## src/rtl/fcs_pkg.sv

```systemverilog
// Shared constants for the FCS generator/checker pair: CRC polynomials, seeds,
// good-frame residues, the host register map and the checker FSM encoding.
package fcs_pkg;

  localparam logic [31:0] POLY16 = 32'h0000_8408;
  localparam logic [31:0] POLY32 = 32'hEDB8_8320;
  localparam logic [31:0] INIT16 = 32'h0000_FFFF;
  localparam logic [31:0] INIT32 = 32'hFFFF_FFFF;
  localparam logic [15:0] RES16  = 16'hF0B8;
  localparam logic [31:0] RES32  = 32'hDEBB_20E3;

  localparam logic [2:0] A_STAT = 3'd0;
  localparam logic [2:0] A_BCNT = 3'd1;
  localparam logic [2:0] A_CRCL = 3'd2;
  localparam logic [2:0] A_CRCH = 3'd3;
  localparam logic [2:0] A_CTL  = 3'd3;
  localparam logic [2:0] A_GOOD = 3'd4;
  localparam logic [2:0] A_BAD  = 3'd5;

  localparam logic [1:0] S_IDLE = 2'd0;
  localparam logic [1:0] S_RUN  = 2'd1;
  localparam logic [1:0] S_DONE = 2'd2;

  function automatic logic [15:0] sat_inc16(input logic [15:0] v);
    return (v == 16'hFFFF) ? v : v + 16'd1;
  endfunction

endpackage

```

## src/rtl/crc_byte_step.sv

```systemverilog
// One-byte reflected CRC update, CRC-16 CCITT (low half only) or CRC-32.
// Shared between the TX FCS generator and the RX checker.
module crc_byte_step
  import fcs_pkg::*;
(
  input  logic [31:0] crc,
  input  logic [7:0]  d,
  input  logic        mode,
  output logic [31:0] nxt
);

  always_comb begin
    logic [31:0] c;
    logic [31:0] poly;
    // In CRC-16 mode the upper half is forced to zero and stays zero.
    c    = mode ? crc : {16'h0000, crc[15:0]};
    poly = mode ? POLY32 : POLY16;
    for (int i = 0; i < 8; i++) begin
      if (c[0] ^ d[i]) c = (c >> 1) ^ poly;
      else             c = c >> 1;
    end
    nxt = c;
  end

endmodule

```

## src/rtl/fcs_check8.sv

```systemverilog
// Receive-side FCS checker: per-byte CRC over the deframed stream, residue
// verdict per frame, sticky status and good/bad/byte counters on the I/O bus.
module fcs_check8
  import fcs_pkg::*;
#(
  parameter int MINLEN = 4
) (
  input  logic        clk,
  input  logic        rst,
  input  logic        iocs,
  input  logic [2:0]  ioaddr,
  input  logic [15:0] din,
  input  logic        iowr,
  input  logic        iord,
  output logic [15:0] dout,
  input  logic [7:0]  rxd,
  input  logic        rxstb,
  input  logic        rxsof,
  input  logic        rxeof,
  input  logic        rxabort,
  output logic        fcsdone,
  output logic        fcsok,
  output logic        irq
);

  localparam logic [15:0] MINLEN16 = 16'(MINLEN);

  logic [1:0]  state;
  logic [31:0] crc;
  logic [15:0] bytecnt, goodcnt, badcnt;
  logic        fmode, mode, irqen;
  logic        done, abort, runt;
  logic        fcsdone_p1, fcsok_p1;

  logic        in_run, byte_v, start, cont, abort_v, restart;
  logic        end_ok, verdict, match, good, is_runt;
  logic        new_mode, stat_rd, ctl_wr, cnt_clr;
  logic [31:0] crc_in, crc_nx;
  logic [15:0] bytecnt_nx;
  logic        unused_din;

  assign unused_din = ^din[15:3];

  assign in_run  = (state == S_RUN);
  // A deframer abort always drops the byte presented in the same cycle.
  assign byte_v  = rxstb & ~rxabort;
  assign start   = byte_v & rxsof;
  assign cont    = in_run & byte_v & ~rxsof;
  assign abort_v = in_run & rxabort;
  assign restart = in_run & start;

  assign new_mode   = start ? mode : fmode;
  assign crc_in     = start ? (mode ? INIT32 : INIT16) : crc;
  assign bytecnt_nx = start ? 16'd1 : sat_inc16(bytecnt);

  crc_byte_step u_step (
    .crc  (crc_in),
    .d    (rxd),
    .mode (new_mode),
    .nxt  (crc_nx)
  );

  assign end_ok  = (start | cont) & rxeof;
  assign verdict = end_ok | restart | abort_v;
  assign match   = new_mode ? (crc_nx == RES32) : (crc_nx[15:0] == RES16);
  assign good    = end_ok & ~restart & match & (bytecnt_nx >= MINLEN16);
  assign is_runt = end_ok & (bytecnt_nx < MINLEN16);

  assign stat_rd = iocs & iord & (ioaddr == A_STAT);
  assign ctl_wr  = iocs & iowr & (ioaddr == A_CTL);
  assign cnt_clr = ctl_wr & din[1];

  // Frame FSM, CRC and byte counter
  always_ff @(posedge clk) begin
    if (rst) begin
      state   <= S_IDLE;
      crc     <= INIT32;
      bytecnt <= '0;
      fmode   <= 1'b0;
    end else if (abort_v) begin
      state <= S_IDLE;
    end else if (start | cont) begin
      crc     <= crc_nx;
      bytecnt <= bytecnt_nx;
      state   <= rxeof ? S_DONE : S_RUN;
      if (start) fmode <= mode;
    end else if (state == S_DONE) begin
      state <= S_IDLE;
    end
  end

  // Verdict stage: registered one cycle after the closing strobe
  always_ff @(posedge clk) begin
    if (rst) begin
      fcsdone_p1 <= 1'b0;
      fcsok_p1   <= 1'b0;
      done       <= 1'b0;
      abort      <= 1'b0;
      runt       <= 1'b0;
    end else begin
      fcsdone_p1 <= verdict;
      if (verdict) fcsok_p1 <= good;
      done  <= (done  & ~stat_rd) | verdict;
      abort <= (abort & ~stat_rd) | abort_v | restart;
      runt  <= (runt  & ~stat_rd) | is_runt;
    end
  end

  // Control register and frame counters; clear beats a coincident increment
  always_ff @(posedge clk) begin
    if (rst) begin
      mode    <= 1'b0;
      irqen   <= 1'b0;
      goodcnt <= '0;
      badcnt  <= '0;
    end else begin
      if (ctl_wr) begin
        mode  <= din[0];
        irqen <= din[2];
      end
      if (cnt_clr) begin
        goodcnt <= '0;
        badcnt  <= '0;
      end else if (verdict) begin
        if (good) goodcnt <= sat_inc16(goodcnt);
        else      badcnt  <= sat_inc16(badcnt);
      end
    end
  end

  assign fcsdone = fcsdone_p1;
  assign fcsok   = fcsok_p1;
  assign irq     = done & irqen;

  always_comb begin
    dout = '0;
    if (iocs & iord) begin
      case (ioaddr)
        A_STAT:  dout = {11'b0, runt, abort, mode, fcsok_p1, done};
        A_BCNT:  dout = bytecnt;
        A_CRCL:  dout = crc[15:0];
        A_CRCH:  dout = fmode ? crc[31:16] : 16'h0000;
        A_GOOD:  dout = goodcnt;
        A_BAD:   dout = badcnt;
        default: dout = '0;
      endcase
    end
  end

endmodule

```

## config.mk

```make
export PLATFORM = sky130hd
export DESIGN_NAME = fcs_check8
export DESIGN_NICKNAME = d
export VERILOG_FILES = /design/src/rtl/fcs_pkg.sv /design/src/rtl/crc_byte_step.sv /design/src/rtl/fcs_check8.sv
export SDC_FILE = /design/constraint.sdc
export NUM_CORES = 1
export LEC_CHECK = 0
export BUFFER_PORTS_ARGS = -buffer_cell sky130_fd_sc_hd__buf_4
export CORE_UTILIZATION = 41
export CTS_BUF_LIST = sky130_fd_sc_hd__clkbuf_4
export CTS_CLUSTER_DIAMETER = 200
export DETAILED_ROUTE_END_ITERATION = 10
export PLACE_DENSITY = 0.55
export SLEW_MARGIN = 25
export SYNTH_ARGS = -nofsm -noshare
export SYNTH_HDL_FRONTEND = slang
export SYNTH_SLANG_ARGS = --single-unit
```

## constraint.sdc

```tcl
create_clock -name clk -period 11.7 [get_ports clk]
set_input_delay 1.755 -clock clk [delete_from_list [all_inputs] [get_ports clk]]
set_output_delay 1.755 -clock clk [all_outputs]
set_load 0.01 [all_outputs]
```

-- After elaboration in Yosys (flattened, before gate mapping)
Index checks and enable logic that the tools add are counted.
- register bits: 90
- bits of input ports: 36
- output and inout port bits: 19
- word-level logic and storage cells: 110
- add/subtract/negate cells: 3
- $lt $le $gt $ge: 2
- equal/unequal tests: 12
- multiplexer cells: 22
- bitwise gates (word level): 51
- reductions and logical operators: 7
- operators by type and width (operator ; count):
    $mux W32 ; 12
    $xor A31 B32 Y32 ; 8
    $pmux W16 S6 ; 1
    $eq A16 B16 Y1 const B ; 4
    $mux W16 ; 4
    $add A16 B1 Y16 const B ; 3
    $eq A32 B32 Y1 const B ; 1
    $and A1 B1 Y1 ; 20
    $ge A16 B3 Y1 const B ; 1
    $lt A16 B3 Y1 const B ; 1
    $not A1 Y1 ; 8
    $xor A1 B1 Y1 ; 8
    $or A1 B1 Y1 ; 7
    $eq A3 B2 Y1 const B ; 2
    $eq A3 B3 Y1 const B ; 2
    $mux W2 ; 3
    $reduce_and A3 Y1 ; 2
    $reduce_or A2 Y1 ; 2
    $eq A3 B1 Y1 const B ; 1
    $logic_not A3 Y1 ; 1
    $eq A2 B1 Y1 const B ; 1
    $eq A2 B2 Y1 const B ; 1
    $mux W1 ; 2
    $reduce_and A2 Y1 ; 1
    $reduce_bool A2 Y1 ; 1

-- Longest topological paths before layout
- word-level depth: 27
- gate-level depth with buffers: 15
- depth with buffers taken out: 12

-- Modules after synthesis
From an unflattened synthesis, not the netlist that was laid out.
- cell total of the unflattened synthesis: 852
- area, all modules: 6810.3 um^2
- by module, submodules not included (module ; instances ; cells each ; area an instance (um^2) ; sequential area each (um^2)):
    fcs_check8 ; 1 ; 728 ; 5519.0 ; 1801.7
    crc_byte_step ; 1 ; 124 ; 1291.2 ; 0.0

-- Worst setup path after synthesis
Ideal clock, no wire load.
- path kind: input port to flip-flop
- start: in rxabort
- end: reg goodcnt[13]
- library setup time: 0.072 ns
- data arrival time: 4.893 ns
- slack: 6.735 ns
- stages: 12
- buffers on the path: 1
- path through: nand3b_1 -> a21oi_4 -> mux2i_4 -> xor2_4 -> xnor3_1 -> mux2i_1 -> mux2i_1 -> nor4_4 -> nor2_2 -> buf_2 -> nor4_2 -> mux2i_1
- cells in the longest elaborated chain, start to end: 26
- ends and longest elaborated chain (element ; RTL line ; RTL):
    from (decl) ; fcs_check8.sv:20 ; input logic rxabort,
    $not A1 Y1 ; fcs_check8.sv:46 ; assign byte_v = rxstb & ~rxabort;
    $and A1 B1 Y1 ; fcs_check8.sv:46 ;
    $and A1 B1 Y1 ; fcs_check8.sv:47 ; assign start = byte_v & rxsof;
    $mux W32 / $mux W1 (equally long branches) ; -- ;
    $mux W32, on equally long branches ; crc_byte_step.sv:16, crc_byte_step.sv:17 ;
    $xor A31 B32 Y32 / $xor A1 B1 Y1 (equally long branches) ; crc_byte_step.sv:19 ; if (c[0] ^ d[i]) c = (c >> 1) ^ poly;
    $mux W32 ; crc_byte_step.sv:19 ;
    $xor A31 B32 Y32 / $xor A1 B1 Y1 (equally long branches) ; crc_byte_step.sv:19 ;
    [... 9 more ...] ; -- ;
    $xor A31 B32 Y32 / $xor A1 B1 Y1 (equally long branches) ; crc_byte_step.sv:19 ;
    $mux W32 ; crc_byte_step.sv:19 ;
    $xor A31 B32 Y32 / $xor A1 B1 Y1 (equally long branches) ; crc_byte_step.sv:19 ;
    $mux W32 ; crc_byte_step.sv:19 ;
    $eq A32 B32 Y1 / $eq A16 B16 Y1 (equally long branches) ; fcs_check8.sv:65 ; assign match = new_mode ? (crc_nx == RES32) : (crc_nx[15:0] == RES16);
    $mux W1 ; fcs_check8.sv:65 ;
    $and A1 B1 Y1 (2 in a row) ; fcs_check8.sv:66 ; assign good = end_ok & ~restart & match & (bytecnt_nx >= MINLEN16);
    $reduce_and A3 Y1 (no source line) (*) ; -- ;
    to (signal assigned) ; fcs_check8.sv:125 ; if (good) goodcnt <= sat_inc16(goodcnt);
    to (decl) ; fcs_check8.sv:30 ; logic [15:0] bytecnt, goodcnt, badcnt;
Mark *: on every way between the ends. The rest lies on a longest branch, timed or not.
A chain may end at the register's enable or synchronous reset.

-- Final worst setup path
- start: in rxabort
- end: reg goodcnt[14]
Same word-level chain as after synthesis.

==> results_dict.tcl <==
set metrics [dict create \
    cts.clk_slew.worst_paths_ps 140 \
    synth_top_family_by_area "simple AND/OR/NAND/NOR gates" \
    worstPathMaxFanout 19 \
    worstHoldStart "badcnt[5]$_SDFFE_PP0P_" \
    dieArea_um2 17500 \
    synth_ff_type "dfxtp_1" \
    worst-path-buf-inv 1 \
    gp_congestion 0.928 \
    cp-end-kind "register" \
    synthXorXnorAreaFrac 0.174 \
    dr_wl_met3_um 1210 \
    setup_violations 0 \
    finClkSkew_ps 12.3 \
    rsz0062_at_grt "no" \
    synth_compound_area_frac 0.198 \
    synthSimpleGateAreaFrac 0.257 \
    place_ws_ps 5250 \
    pwr_density_cell_nw_per_um2 106 \
    areaGrowthSynthToFinish_pct 7.22 \
    synth_most_common_cell "nor2_1" \
    dr.pass1.iters 5 \
    rows 47 \
    coreArea_um2 16600 \
    critPathMaxStageDelay_ps 760 \
    synth_area_leader_cell "dfxtp_1" \
    cts_root_buf "clkbuf_4" \
    wl_met1_um 10100 \
    die_y_um 132 \
    cts_tree "done" \
    startpoint_type "input pin" \
    post_layout_nonfiller_instances 1084 \
    cts_hold_buf 0 \
    wl_per_cell_um 20.6 \
    post_cts_buffers 0 \
    wl_um 22300 \
    yosys.area_share.adder 0.00540 \
    vias 6539 \
    ys.warnings.count 0 \
    arrival_ps 6430 \
    critPathRequiredTime_ps 12110 \
    clk-insertion-delay-late_ps 480 \
    fill_cells 1683 \
    start_util 0.419 \
    synth_commonest_cells "nor2_1, dfxtp_1, xnor2_1" \
    hold_class "register to register" \
    postRouteAntennaNets 0 \
    cp_top_family "simple AND/OR/NAND/NOR gates" \
    grt_pass1_wl_um 35300 \
    synth_edf_count 0 \
    antenna_found_initial 2 \
    fin_tns_setup_ps 0 \
    drc 0 \
    placed_area_um2 7290 \
    timing.final.crit_share 0.515 \
    hpwl_um 16600 \
    fin_crit_ps 6020 \
    max_freq_mhz 166 \
    synth_async_sr_flop_share 0 \
    syn-cell-area_um2 6950 \
    path_cells "buf_4 > and4b_1 > a21oi_4 > mux2i_4 > xor2_4 > xnor3_1 > mux2i_1 > mux2i_1 > nor4_4 > nor2_2 > or4_1 > a21oi_1" \
    final_cell_area_um2 7450 \
    crit_path_frequent_cell "mux2i_1" \
    highest_layer "met4" \
    portBuffers 41 \
    outcome "finished, final reports clean" \
    avgSynthCellArea_um2 8.02 \
    synth-seq-area-share 0.259 \
    syn_inst 867 \
    post-route-util 0.449 \
    fp.dieW_um 132 \
    nets 897 \
    synth.net_count 906 \
    clock_path_buffers 2 \
    r2r-start "mode$_SDFFE_PP0P_" \
    netlist_top_cells_area "dfxtp_1, xnor2_1, nor2_1" \
    synth-seq-cells 90 \
    drt_iter0_drc 524 \
    grt_max_degree 48 \
    synth.top_cell.area_share 0.259 \
    cpMaxStageDelayCell "nor4_4" \
    avgViaCountPerCell 6.03 \
    maxCapViolations 0 \
    synthMuxAreaShare 0.0608 \
    finalHoldViolCount 0 \
    overflow 0 \
    slew_viol_final 0 \
    numCtsBuffers 9 \
    startpoint "rxabort" \
    cellLeakagePower_nw 2.65 \
    grtUsageTotal 0.259 \
    place_inst 1067 \
    h-tree-depth 3 \
    cts-resized-gates 0 \
    fin_ws_ps 5680 \
    tightest_slew_ps 981 \
    path_class "input pin to register" \
    drive_above_1_share 0.137 \
    wl_met2_um 10400 \
    peakVddDrop_mv 0.0587 \
    cts.sinks 90 \
    io_pins 55 \
    synthDistinctLibCells 75 \
    relSlewSlack 0.346 \
    first_global_vias 6093 \
]
-- cell usage in the layout (no fill, tap or decap), types with 12 or more instances in the layout --
cell type	Yosys	final
a221o_1	12	12
xor2_1	22	22
nor3_1	14	14
and3_1	14	14
a22oi_1	17	17
a221oi_1	14	14
mux2_2	16	16
nand2_1	54	54
nor2_1	129	128
buf_4	5	48
nand4_1	19	19
dfxtp_1	90	90
or2_2	15	15
a21oi_1	52	52
mux2i_1	22	22
xnor2_1	84	84
o21ai_0	21	21
nand3_1	32	32
-- flip-flops by register name, indices dropped and copies added, names as in the netlist, 2 cells and up --
| name | count |
|---|---|
| state | 2 |
| bytecnt | 16 |
| crc | 32 |
| badcnt | 16 |
| goodcnt | 16 |
-- worst paths after layout --
| kind | slack [ps] | end | cells after the start |
|---|---|---|---|
| max | 5680 | goodcnt[14]$_SDFFE_PP0P_ | 12 |
| min | 520 | badcnt[5]$_SDFFE_PP0P_ | 2 |
| max reg2reg | 6640 | goodcnt[14]$_SDFFE_PP0P_ | 11 |
| min reg2reg | 520 | badcnt[5]$_SDFFE_PP0P_ | 2 |
-- layer usage --
layer / global-route usage / vias to the layer above
met1: 0.346 / 3166
li1: - / 3117
met3: 0.0327 / 31
met4: 0.101 / 0
met5: 0 / -
met2: 0.424 / 225
-- per-stage QoR --
step | hold slack (ps) | power [mW]
global placement | 470 | 0.591
floorplan | 445 | 0.534
CTS | 519 | 0.793
detailed placement | 493 | 0.594
finish | 517 | 0.793
global route | 536 | 0.828
-- worst min-delay path: cells and delay by family, from the launching register on --
| kind | cells | cell delay, ps |
|---|---|---|
| AND/OR/NAND/NOR | 1 | 60 |
| multiplexers | 1 | 60 |
| flip-flops | 1 | 370 |
-- area by class of cell --
cell class	count	area [um^2]	area share
well taps	220	275	0.0369
multi-input cells	704	4840	0.649
diodes	2	5.00	0.000672
clock buffers	10	75.1	0.0101
clock inverters	5	80.1	0.0107
inverters	5	18.8	0.00252
flip-flops and latches	90	1800	0.242
repair buffers	48	360	0.0484
-- power by group --
| group | switching [mW] | leakage, nW | internal, mW | total, mW |
|---|---|---|---|---|
| Combinational | 0.147 | 1.84 | 0.115 | 0.261 |
| Clock | 0.113 | 0.0801 | 0.0876 | 0.201 |
| Sequential | 0.0148 | 0.731 | 0.316 | 0.330 |
| Total | 0.275 | 2.65 | 0.518 | 0.793 |
-- logic make-up (layout without fill, tap and decap cells) --
logic type,count (synthesis),after routing
XOR/XNOR,119,119
AND/OR/NAND/NOR,353,353
other,0,2
adder cells (fa/ha/maj),3,3
buffers and inverters,73,68
multiplexers,39,39
flip-flops,90,90
AO/OA/AOI/OAI,190,190
No activity file was read; power rests on OpenSTA's default activity.
